### config.mk
export PLATFORM = sky130hd
export DESIGN_NAME = video_sync_monitor
export DESIGN_NICKNAME = d
export VERILOG_FILES = /design/src/rtl/video_meas_pkg.sv /design/src/rtl/sync_pulse_meter.sv /design/src/rtl/video_sync_monitor.sv
export SDC_FILE = /design/constraint.sdc
export NUM_CORES = 1
export LEC_CHECK = 0
export ABC_AREA = 1
export CAP_MARGIN = 20
export CORE_MARGIN = 5
export CORE_UTILIZATION = 45
export DETAILED_ROUTE_END_ITERATION = 16
export SLEW_MARGIN = 20
export SYNTH_ARGS = -nofsm -noshare
export SYNTH_HDL_FRONTEND = slang
export SYNTH_SLANG_ARGS = --single-unit
export TNS_END_PERCENT = 5
### constraint.sdc
create_clock -name clk -period 7 [get_ports clk]
set_input_delay 1.4 -clock clk [delete_from_list [all_inputs] [get_ports clk]]
set_output_delay 1.4 -clock clk [all_outputs]
set_load 0.1 [all_outputs]
### src/rtl/video_meas_pkg.sv
// Shared types and default widths for the video sync monitor.
package video_meas_pkg;
  typedef enum logic [1:0] {IDLE, FIRST, TRACK} state_e;

  localparam int HW_DEF        = 10;
  localparam int VW_DEF        = 10;
  localparam int TIMEOUT_W_DEF = 12;
  localparam int SUM_W         = 16;
endpackage

### src/rtl/sync_pulse_meter.sv
// Edge detector with a saturating period counter and active-width counter.
// Period/width advance on 'step'; the period is latched on the leading edge, the width on the trailing edge.
module sync_pulse_meter #(
  parameter int W = 10
) (
  input  logic         clk,
  input  logic         reset,
  input  logic         smp,
  input  logic         act,
  input  logic         step,
  output logic         lead,
  output logic [W-1:0] total_nx,
  output logic [W-1:0] width
);
  localparam logic [W-1:0] MAX = '1;

  logic         prev_q, prev_d;
  logic         trail;
  logic [W-1:0] cnt_q, cnt_d;
  logic [W-1:0] w_q, w_d;
  logic [W-1:0] tot_q, tot_d;
  logic [W-1:0] wid_q, wid_d;

  // The step coinciding with the leading edge belongs to the new period.
  always_comb begin
    lead   = smp & act & ~prev_q;
    trail  = smp & ~act & prev_q;
    prev_d = smp ? act : prev_q;
    cnt_d  = cnt_q;
    w_d    = w_q;
    tot_d  = tot_q;
    wid_d  = wid_q;
    if (lead) begin
      tot_d = cnt_q;
      cnt_d = W'(step);
      w_d   = W'(step);
    end else if (smp && step) begin
      if (cnt_q != MAX) cnt_d = cnt_q + 1'b1;
      if (act && w_q != MAX) w_d = w_q + 1'b1;
    end
    if (trail) wid_d = w_q;
  end

  always_ff @(posedge clk or posedge reset) begin
    if (reset) begin
      prev_q <= 1'b0;
      cnt_q  <= '0;
      w_q    <= '0;
      tot_q  <= '0;
      wid_q  <= '0;
    end else begin
      prev_q <= prev_d;
      cnt_q  <= cnt_d;
      w_q    <= w_d;
      tot_q  <= tot_d;
      wid_q  <= wid_d;
    end
  end

  assign total_nx = tot_d;
  assign width    = wid_q;
endmodule

### src/rtl/video_sync_monitor.sv
// Samples hsync/vsync/rgb on the pixel strobe, measures line/frame timing,
// sums rgb per frame and reports lock once two frames measure identically.
module video_sync_monitor
  import video_meas_pkg::*;
#(
  parameter logic HSYNC_POL = 1'b0,
  parameter logic VSYNC_POL = 1'b0,
  parameter int   HW        = HW_DEF,
  parameter int   VW        = VW_DEF,
  parameter int   TIMEOUT_W = TIMEOUT_W_DEF
) (
  input  logic             clk,
  input  logic             reset,
  input  logic             pix_en,
  input  logic             hsync,
  input  logic             vsync,
  input  logic [2:0]       rgb,
  output logic [HW-1:0]    h_total,
  output logic [HW-1:0]    h_sync_w,
  output logic [VW-1:0]    v_total,
  output logic [VW-1:0]    v_sync_w,
  output logic [SUM_W-1:0] frame_sum,
  output logic             frame_done,
  output logic             locked
);
  localparam logic [TIMEOUT_W:0] TO_LIM = {1'b0, {TIMEOUT_W{1'b1}}};

  logic             hs_q, hs_d, vs_q, vs_d;
  logic [2:0]       rgb_q, rgb_d;
  logic [SUM_W-1:0] acc_q, acc_d, sum_nx;
  logic [TIMEOUT_W:0] to_q, to_d;
  logic             timeout;
  logic             h_lead, v_lead;
  logic [HW-1:0]    h_tot_nx, h_sw;
  logic [VW-1:0]    v_tot_nx, v_sw;

  state_e           state_q;
  logic [HW-1:0]    h_total_q, h_sync_w_q;
  logic [VW-1:0]    v_total_q, v_sync_w_q;
  logic [SUM_W-1:0] frame_sum_q;
  logic             frame_done_q, locked_q;

  sync_pulse_meter #(.W(HW)) u_hmeter (
    .clk(clk), .reset(reset), .smp(pix_en), .act(hs_q), .step(pix_en),
    .lead(h_lead), .total_nx(h_tot_nx), .width(h_sw)
  );

  sync_pulse_meter #(.W(VW)) u_vmeter (
    .clk(clk), .reset(reset), .smp(pix_en), .act(vs_q), .step(h_lead),
    .lead(v_lead), .total_nx(v_tot_nx), .width(v_sw)
  );

  // The top bit of the timeout counter marks "already fired" so the event is one-shot
  // and a vsync edge arriving after a long gap is not swallowed by a repeating timeout.
  always_comb begin
    hs_d    = pix_en ? (hsync == HSYNC_POL) : hs_q;
    vs_d    = pix_en ? (vsync == VSYNC_POL) : vs_q;
    rgb_d   = pix_en ? rgb : rgb_q;
    sum_nx  = acc_q + SUM_W'(rgb_q);
    acc_d   = acc_q;
    if (v_lead) acc_d = '0;
    else if (pix_en) acc_d = sum_nx;
    to_d    = to_q;
    timeout = 1'b0;
    if (h_lead) to_d = '0;
    else if (pix_en && !to_q[TIMEOUT_W]) begin
      to_d    = to_q + 1'b1;
      timeout = (to_q == TO_LIM);
    end
  end

  always_ff @(posedge clk or posedge reset) begin
    if (reset) begin
      hs_q  <= 1'b0;
      vs_q  <= 1'b0;
      rgb_q <= '0;
      acc_q <= '0;
      to_q  <= '0;
    end else begin
      hs_q  <= hs_d;
      vs_q  <= vs_d;
      rgb_q <= rgb_d;
      acc_q <= acc_d;
      to_q  <= to_d;
    end
  end

  always_ff @(posedge clk or posedge reset) begin
    if (reset) begin
      state_q      <= IDLE;
      h_total_q    <= '0;
      h_sync_w_q   <= '0;
      v_total_q    <= '0;
      v_sync_w_q   <= '0;
      frame_sum_q  <= '0;
      frame_done_q <= 1'b0;
      locked_q     <= 1'b0;
    end else begin
      frame_done_q <= 1'b0;
      if (timeout) begin
        state_q  <= IDLE;
        locked_q <= 1'b0;
      end else if (v_lead) begin
        case (state_q)
          IDLE: state_q <= FIRST;
          FIRST, TRACK: begin
            state_q      <= TRACK;
            frame_done_q <= 1'b1;
            h_total_q    <= h_tot_nx;
            h_sync_w_q   <= h_sw;
            v_total_q    <= v_tot_nx;
            v_sync_w_q   <= v_sw;
            frame_sum_q  <= sum_nx;
            locked_q     <= (state_q == TRACK) && (h_tot_nx == h_total_q) &&
                            (h_sw == h_sync_w_q) && (v_tot_nx == v_total_q) &&
                            (v_sw == v_sync_w_q);
          end
          default: state_q <= IDLE;
        endcase
      end
    end
  end

  assign h_total    = h_total_q;
  assign h_sync_w   = h_sync_w_q;
  assign v_total    = v_total_q;
  assign v_sync_w   = v_sync_w_q;
  assign frame_sum  = frame_sum_q;
  assign frame_done = frame_done_q;
  assign locked     = locked_q;
endmodule

==> impl_metrics.json, run 1 <==
{
  "status": "finished, final reports clean",
  "viasPerCell": 4.88,
  "crit_path_frequent_cell": "sky130_fd_sc_hd__nand2_1",
  "maximum_number_of_pins_on_one_net_before_global_route_repair": 73,
  "setup.worst_path.end_class": "register",
  "post-route-drc-count": 0,
  "fin_skew_ns": 0.0117,
  "timing_hold_violations_final": 0,
  "dieHeight_um": 149,
  "synth_flop_cell": "sky130_fd_sc_hd__dfrtp_1",
  "dr_total_vias": 6922,
  "maximum_capacitance_violations": 0,
  "reg2reg_to": "locked",
  "post-route-period-util_pct": 54.6,
  "grt_first_pass_wirelength_um": 33800,
  "fmax_mhz": 261,
  "worst_skew_pair.late_latency_ns": 0.44,
  "fp.coreArea_um2": 19300,
  "antenna_cells": 0,
  "first_pass_iteration_count_of_the_detailed_router": 5,
  "synth_top_cells_by_count": "sky130_fd_sc_hd__nand2_1, sky130_fd_sc_hd__dfrtp_1, sky130_fd_sc_hd__inv_1",
  "sequential_standard_cell_area_um2": 4400,
  "layout-drive-gt1-share_pct": 6.85,
  "setup_total_negative_slack_ns": 0,
  "multi_input_comb_area_um2": 3590,
  "cp_slowest_stage_delay_ns": 0.57,
  "hold_startpoint": "frame_sum[11]",
  "cts_buffers": 17,
  "pin_count": 66,
  "num-nets-final": 1159,
  "clock_tree.htree_level_count": 4,
  "synth_area_leader": "sky130_fd_sc_hd__dfrtp_1",
  "power_density_nw_per_um2": 431,
  "grt.overflow.total": 0,
  "peakVddDrop_v": 0.000383,
  "dp_cells": 1386,
  "static_power_due_to_leakage_uw": 0.00477,
  "post_cts_resize_count": 0,
  "synth_top_cells_by_area": "sky130_fd_sc_hd__dfrtp_1, sky130_fd_sc_hd__nand2_1, sky130_fd_sc_hd__inv_1",
  "final_cells": 1418,
  "worst_slew_margin_rel_pct": 34.4,
  "max_slew.worst_pin.slew_ns": 0.981,
  "cts.repair_timing.setup_buffer_count": 0,
  "critPathMaxFanout": 67,
  "average_detailed_routed_wire_length_per_instance_um": 14.2,
  "postSynthCellCount": 1081,
  "endpoint_with_the_worst_hold_slack": "frame_sum[11]",
  "synth.distinct_cells": 38,
  "initial_core_util_pct": 45.2,
  "vias_in_the_first_global_route": 6530,
  "async_flop_share_pct": 100,
  "residual_antenna_violating_net_count_after_detailed_routing": 0,
  "floorplan.die.width_um": 149,
  "crit_path_top_delay_cell": "sky130_fd_sc_hd__nor2_4",
  "synthesis.nets": 1100,
  "numClockSinks": 176,
  "critical_path.startpoint_type": "input port",
  "fraction_of_the_yosys_area_taken_by_sequential_cells_pct": 50.5,
  "critical_path_cell_by_cell": "clkdlybuf4s50_1 > buf_4 > nand2_2 > nor2_4 > nor3_1 > nand2_1 > nand2_2 > buf_4 > nor2_1 > nand2_1 > nor2_1 > nand3_1 > nand2_1",
  "timing.hold.worst.class": "reg2reg",
  "rr_startpoint": "u_hmeter.prev_q",
  "grt_setup_unrepaired": "no",
  "ys.warnings.count": 0,
  "fillers": 1849,
  "clkSlewWorstSetupHoldPaths_ns": 0.07,
  "synthToLayoutAreaGrowth_pct": 16.2,
  "antenna_found_initial": 0,
  "clk_path_buf_depth": 2,
  "post-synth-top-area-fraction_pct": 50.5,
  "iteration_0_drc_markers": 426,
  "die_area_um2": 22300,
  "timing.setup.critical_path_class": "in2reg",
  "holdBufCountCts": 0,
  "report.final.slew_viol_count": 0,
  "finalWirelength_um": 20100,
  "final-setup-viol-count": 0,
  "p_total_uw": 4370,
  "timing.hold.worst_path_depth": 2,
  "timing.final.crit_period_ns": 3.82,
  "timing.critical_path.arrival_ns": 4.20,
  "synthMostInstantiatedCell": "sky130_fd_sc_hd__nand2_1",
  "detailedPlacementHpwl_um": 14100,
  "fp-row-count": 51,
  "post_synth_instance_area_um2": 8720,
  "synth-edff-count": 0,
  "tritoncts": "built",
  "clk_root_buffer_cell": "sky130_fd_sc_hd__clkbuf_16",
  "gp_congestion": 0.842,
  "worst-endpoint-required_ns": 7.37,
  "track_usage_pct": 19.2,
  "io_buffer_count": 65,
  "fin_hold_ws_ns": 0.485,
  "avgSynthCellArea_um2": 8.06,
  "ys_seq_elements": 176,
  "regToRegSetupSlack_ns": 4.52,
  "reg2reg_depth": 10
}
[registers in the layout (all words and copies together) (netlist names), 2 cells and up]
| signal | cells |
|---|---|
| h_total | 10 |
| to_q | 13 |
| rgb_q | 3 |
| u_hmeter.cnt_q | 10 |
| acc_q | 16 |
| state_q | 2 |
| u_vmeter.cnt_q | 10 |
| u_hmeter.w_q | 10 |
| u_vmeter.width | 10 |
| u_hmeter.tot_q | 10 |
| u_hmeter.width | 10 |
| u_vmeter.w_q | 10 |
| u_vmeter.tot_q | 10 |
| v_sync_w | 10 |
| h_sync_w | 10 |
| frame_sum | 16 |
| v_total | 10 |
[worst max path at each step]
| stage | startpoint | to |
|---|---|---|
| after global routing | pix_en | locked |
| after CTS | pix_en | locked |
| after floorplan | reset | acc_q[0] |
| after detailed placement | pix_en | locked |
| final | pix_en | locked |
| after global placement | pix_en | locked |
[critical path: cells and delay by family]
kind	cells	cell delay, ns
buf+inv	3	1.15
simple gates	10	1.63
[layer usage]
| metal | vias to the layer above | share of wire (%) | track usage, % |
|---|---|---|---|
| met4 | 0 | 1.2 | 4.39 |
| met3 | 19 | 3.7 | 4.47 |
| met2 | 100 | 46 | 30.3 |
| met1 | 3253 | 49 | 27.0 |
| met5 | - | 0 | 0 |
| li1 | 3550 | - | - |
[cell families (layout without fill, tap and decap cells)]
logic type / Yosys count / in the layout / share of synthesized area [%]
AND/OR/NAND/NOR: 525 / 525 / 26.0
flip-flops: 176 / 176 / 50.5
buffers and inverters: 170 / 242 / 8.30
AO/OA/AOI/OAI: 168 / 168 / 10.4
XOR/XNOR: 31 / 31 / 3.12
adder cells (fa/ha/maj): 11 / 11 / 1.67
[cell usage in the layout, fill, tap and decap left out, types with 23 or more instances in the layout]
cell	instances
sky130_fd_sc_hd__nand3_1	45
sky130_fd_sc_hd__inv_1	134
sky130_fd_sc_hd__a21oi_1	23
sky130_fd_sc_hd__o21ai_0	93
sky130_fd_sc_hd__nor2_1	76
sky130_fd_sc_hd__xor2_1	29
sky130_fd_sc_hd__clkdlybuf4s50_1	65
sky130_fd_sc_hd__o21ai_1	29
sky130_fd_sc_hd__nand2_1	332
sky130_fd_sc_hd__dfrtp_1	176
[area by class of cell]
type | count | area share (%)
Tap cell | 265 | 3.27
Sequential cell | 176 | 43.5
Clock inverter | 10 | 0.988
Multi-Input combinational cell | 735 | 35.4
Clock buffer | 22 | 4.78
Timing Repair Buffer | 70 | 6.79
Inverter | 140 | 5.26
[power breakdown]
group	internal (uW)	switching, uW	total, uW
sequential	1260	210	1470
combinational	468	1480	1950
clock	533	417	950
[stage by stage]
| step | setup slack, ns | utilization (%) | cell area (um^2) |
|---|---|---|---|
| final | 3.18 | 52.6 | 10100 |
| after global routing | 2.92 | 52.6 | 10100 |
| after CTS | 3.18 | 52.6 | 10100 |
| after detailed placement | 2.73 | 49.5 | 9550 |
| after global placement | 2.81 | 49.5 | 9550 |
| after floorplan | 0.826 | - | 8720 |
(Power assumes the default switching activity.)
==> inputs of run 2 (changes only) <==
--- a/config.mk
+++ b/config.mk
@@ -10,6 +10,7 @@
 export CORE_MARGIN = 5
 export CORE_UTILIZATION = 45
 export DETAILED_ROUTE_END_ITERATION = 16
+export PLACE_DENSITY = 0.66
 export SLEW_MARGIN = 20
 export SYNTH_ARGS = -nofsm -noshare
 export SYNTH_HDL_FRONTEND = slang
==> constraint.sdc (replaced) <==
create_clock -name clk -period 3.1 [get_ports clk]
set_input_delay 0.62 -clock clk [delete_from_list [all_inputs] [get_ports clk]]
set_output_delay 0.62 -clock clk [all_outputs]
set_load 0.1 [all_outputs]
==> run 2 against run 1 <==
Sequential cell count unchanged. Highest routed layer unchanged. Die area unchanged. Register-to-register slack worse by 3.6 ns. Critical endpoint is now to_q[11]. Utilization up 0.078 points. Largest cell class unchanged.
==> impl_metrics.json, run 2 (synthesized netlist as in run 1, its figures left out) <==
{
  "io_buffer_count": 65,
  "routed-wl-met3_um": 660,
  "status": "finished, final reports clean",
  "clk_root_buffer_cell": "sky130_fd_sc_hd__clkbuf_16",
  "average_detailed_routed_wire_length_per_instance_um": 14.2,
  "iteration_0_drc_markers": 334,
  "vias_in_the_first_global_route": 6791,
  "power.switching_uw": 4770,
  "critical_path.startpoint_type": "input port",
  "setup.worst_path.end_class": "register",
  "final-setup-viol-count": 0,
  "clock_tree.htree_level_count": 4,
  "part_of_the_power_in_registers_pct": 33.5,
  "static_power_due_to_leakage_uw": 0.00495,
  "first_pass_iteration_count_of_the_detailed_router": 5,
  "power_density_nw_per_um2": 982,
  "cts_buffers": 17,
  "post_cts_resize_count": 0,
  "clock_power_share_pct": 22.9,
  "met1_length_um": 9660,
  "numClockSinks": 176,
  "residual_antenna_violating_net_count_after_detailed_routing": 0,
  "timing_hold_violations_final": 0,
  "track_usage_pct": 19.2,
  "gp_congestion": 0.821,
  "worst-endpoint-required_ns": 3.42,
  "dr_total_vias": 7031,
  "report.final.slew_viol_count": 0,
  "post-route-period-util_pct": 79.9,
  "antenna_found_initial": 0,
  "layout.cell_area.non_filler_um2": 10100,
  "fin_hold_ws_ns": 0.480,
  "layout_setup_ws_ns": 0.624,
  "timing.setup.critical_path_class": "in2reg",
  "pin_count": 66,
  "most-common-layout-cells": "sky130_fd_sc_hd__nand2_1, sky130_fd_sc_hd__dfrtp_1, sky130_fd_sc_hd__inv_1",
  "grt_setup_unrepaired": "no",
  "timing.critical_path.arrival_ns": 2.79,
  "fmax_mhz": 404,
  "placed_cell_area_um2": 9520,
  "worst_skew_pair.late_latency_ns": 0.43,
  "max_slew.worst_pin.slew_ns": 0.586,
  "fp-row-count": 51,
  "setup_total_negative_slack_ns": 0,
  "regToRegSetupSlack_ns": 0.96,
  "switching_share_pct": 47.9,
  "timing.hold.worst.class": "in2async",
  "maximum_number_of_pins_on_one_net_before_global_route_repair": 68,
  "wl_met2_um": 9630,
  "fin_skew_ns": 0.00950,
  "holdBufCountCts": 0,
  "die_area_um2": 22300,
  "peakVddDrop_v": 0.000533,
  "dieHeight_um": 149,
  "detailedPlacementHpwl_um": 14600,
  "maximum_capacitance_violations": 0,
  "grt_first_pass_wirelength_um": 34100,
  "timing.final.crit_period_ns": 2.48,
  "viasPerCell": 4.92,
  "power.internal_uw": 5190,
  "critPathMaxFanout": 28,
  "fp.coreArea_um2": 19300,
  "cts.repair_timing.setup_buffer_count": 0,
  "grt.overflow.total": 0,
  "routed.top_layer": "met4",
  "initial_core_util_pct": 45.2,
  "finalWirelength_um": 20300,
  "worst_slew_margin_rel_pct": 60.8,
  "layout-drive-gt1-share_pct": 12.7,
  "num-nets-final": 1170,
  "power.combinational.fraction_pct": 43.5,
  "post-route-drc-count": 0,
  "most_frequent_standard_cell_in_the_layout_excluding_fill_and_tap_cells": "sky130_fd_sc_hd__nand2_1",
  "floorplan.die.width_um": 149,
  "synthToLayoutAreaGrowth_pct": 16.4,
  "tritoncts": "built",
  "worst_slack_placed_ns": 0.200,
  "clk_path_buf_depth": 2,
  "clkSlewWorstSetupHoldPaths_ns": 0.07,
  "antenna_cells": 0,
  "reg2reg_depth": 12
}
-- run 2: per-layer routing --
metal,track usage [%],up-vias
met5,0,-
met4,5.17,0
met3,3.83,19
met2,30.9,109
met1,26.7,3329
li1,-,3574
-- run 2: final cells by class --
type | count | area (um^2)
clock inverters | 13 | 183
clock buffers | 19 | 443
fillers | 1852 | 9130
multi-input cells | 735 | 3590
inverters | 140 | 532
well taps | 265 | 332
repair buffers | 81 | 663
flip-flops and latches | 176 | 4400
-- run 2: worst max-delay path, stage by stage --
cell	delay (ns)
sky130_fd_sc_hd__clkdlybuf4s50_1	0.78
sky130_fd_sc_hd__nand2_2	0.16
sky130_fd_sc_hd__inv_2	0.11
sky130_fd_sc_hd__nand2_4	0.20
sky130_fd_sc_hd__nand2_2	0.20
sky130_fd_sc_hd__nand3_1	0.11
sky130_fd_sc_hd__nor2_1	0.15
sky130_fd_sc_hd__nand2_1	0.10
sky130_fd_sc_hd__inv_1	0.08
sky130_fd_sc_hd__nand2_1	0.06
sky130_fd_sc_hd__nor3_1	0.14
sky130_fd_sc_hd__nor2_1	0.06
-- run 2: worst paths after layout --
check,start,to
max in group asynchronous,reset,acc_q[2]
hold / removal,reset,u_hmeter.width[4]
hold reg to reg,rgb_q[0],rgb_q[0]
setup / recovery,pix_en,to_q[11]
min in group clk,rgb_q[0],rgb_q[0]
setup reg to reg,acc_q[0],frame_sum[14]
-- run 2: power by group through the flow --
stage                     clock [uW]  sequential, uW  combinational [uW]
after CTS                       2330            3340                4380
after global routing            2420            3420                4670
after floorplan                    0            5320                1350
after detailed placement           0            3370                4370
after global placement             0            3360                4310
final                           2290            3340                4340
-- run 2: stage by stage --
step                util (%)  power (uW)  std cells
CTS                     52.6       10000       1429
floorplan                  -        6670       1081
detailed placement      49.4        7740       1397
global placement        49.4        7670       1397
finish                  52.6        9970       1429
global route            52.6       10500       1429
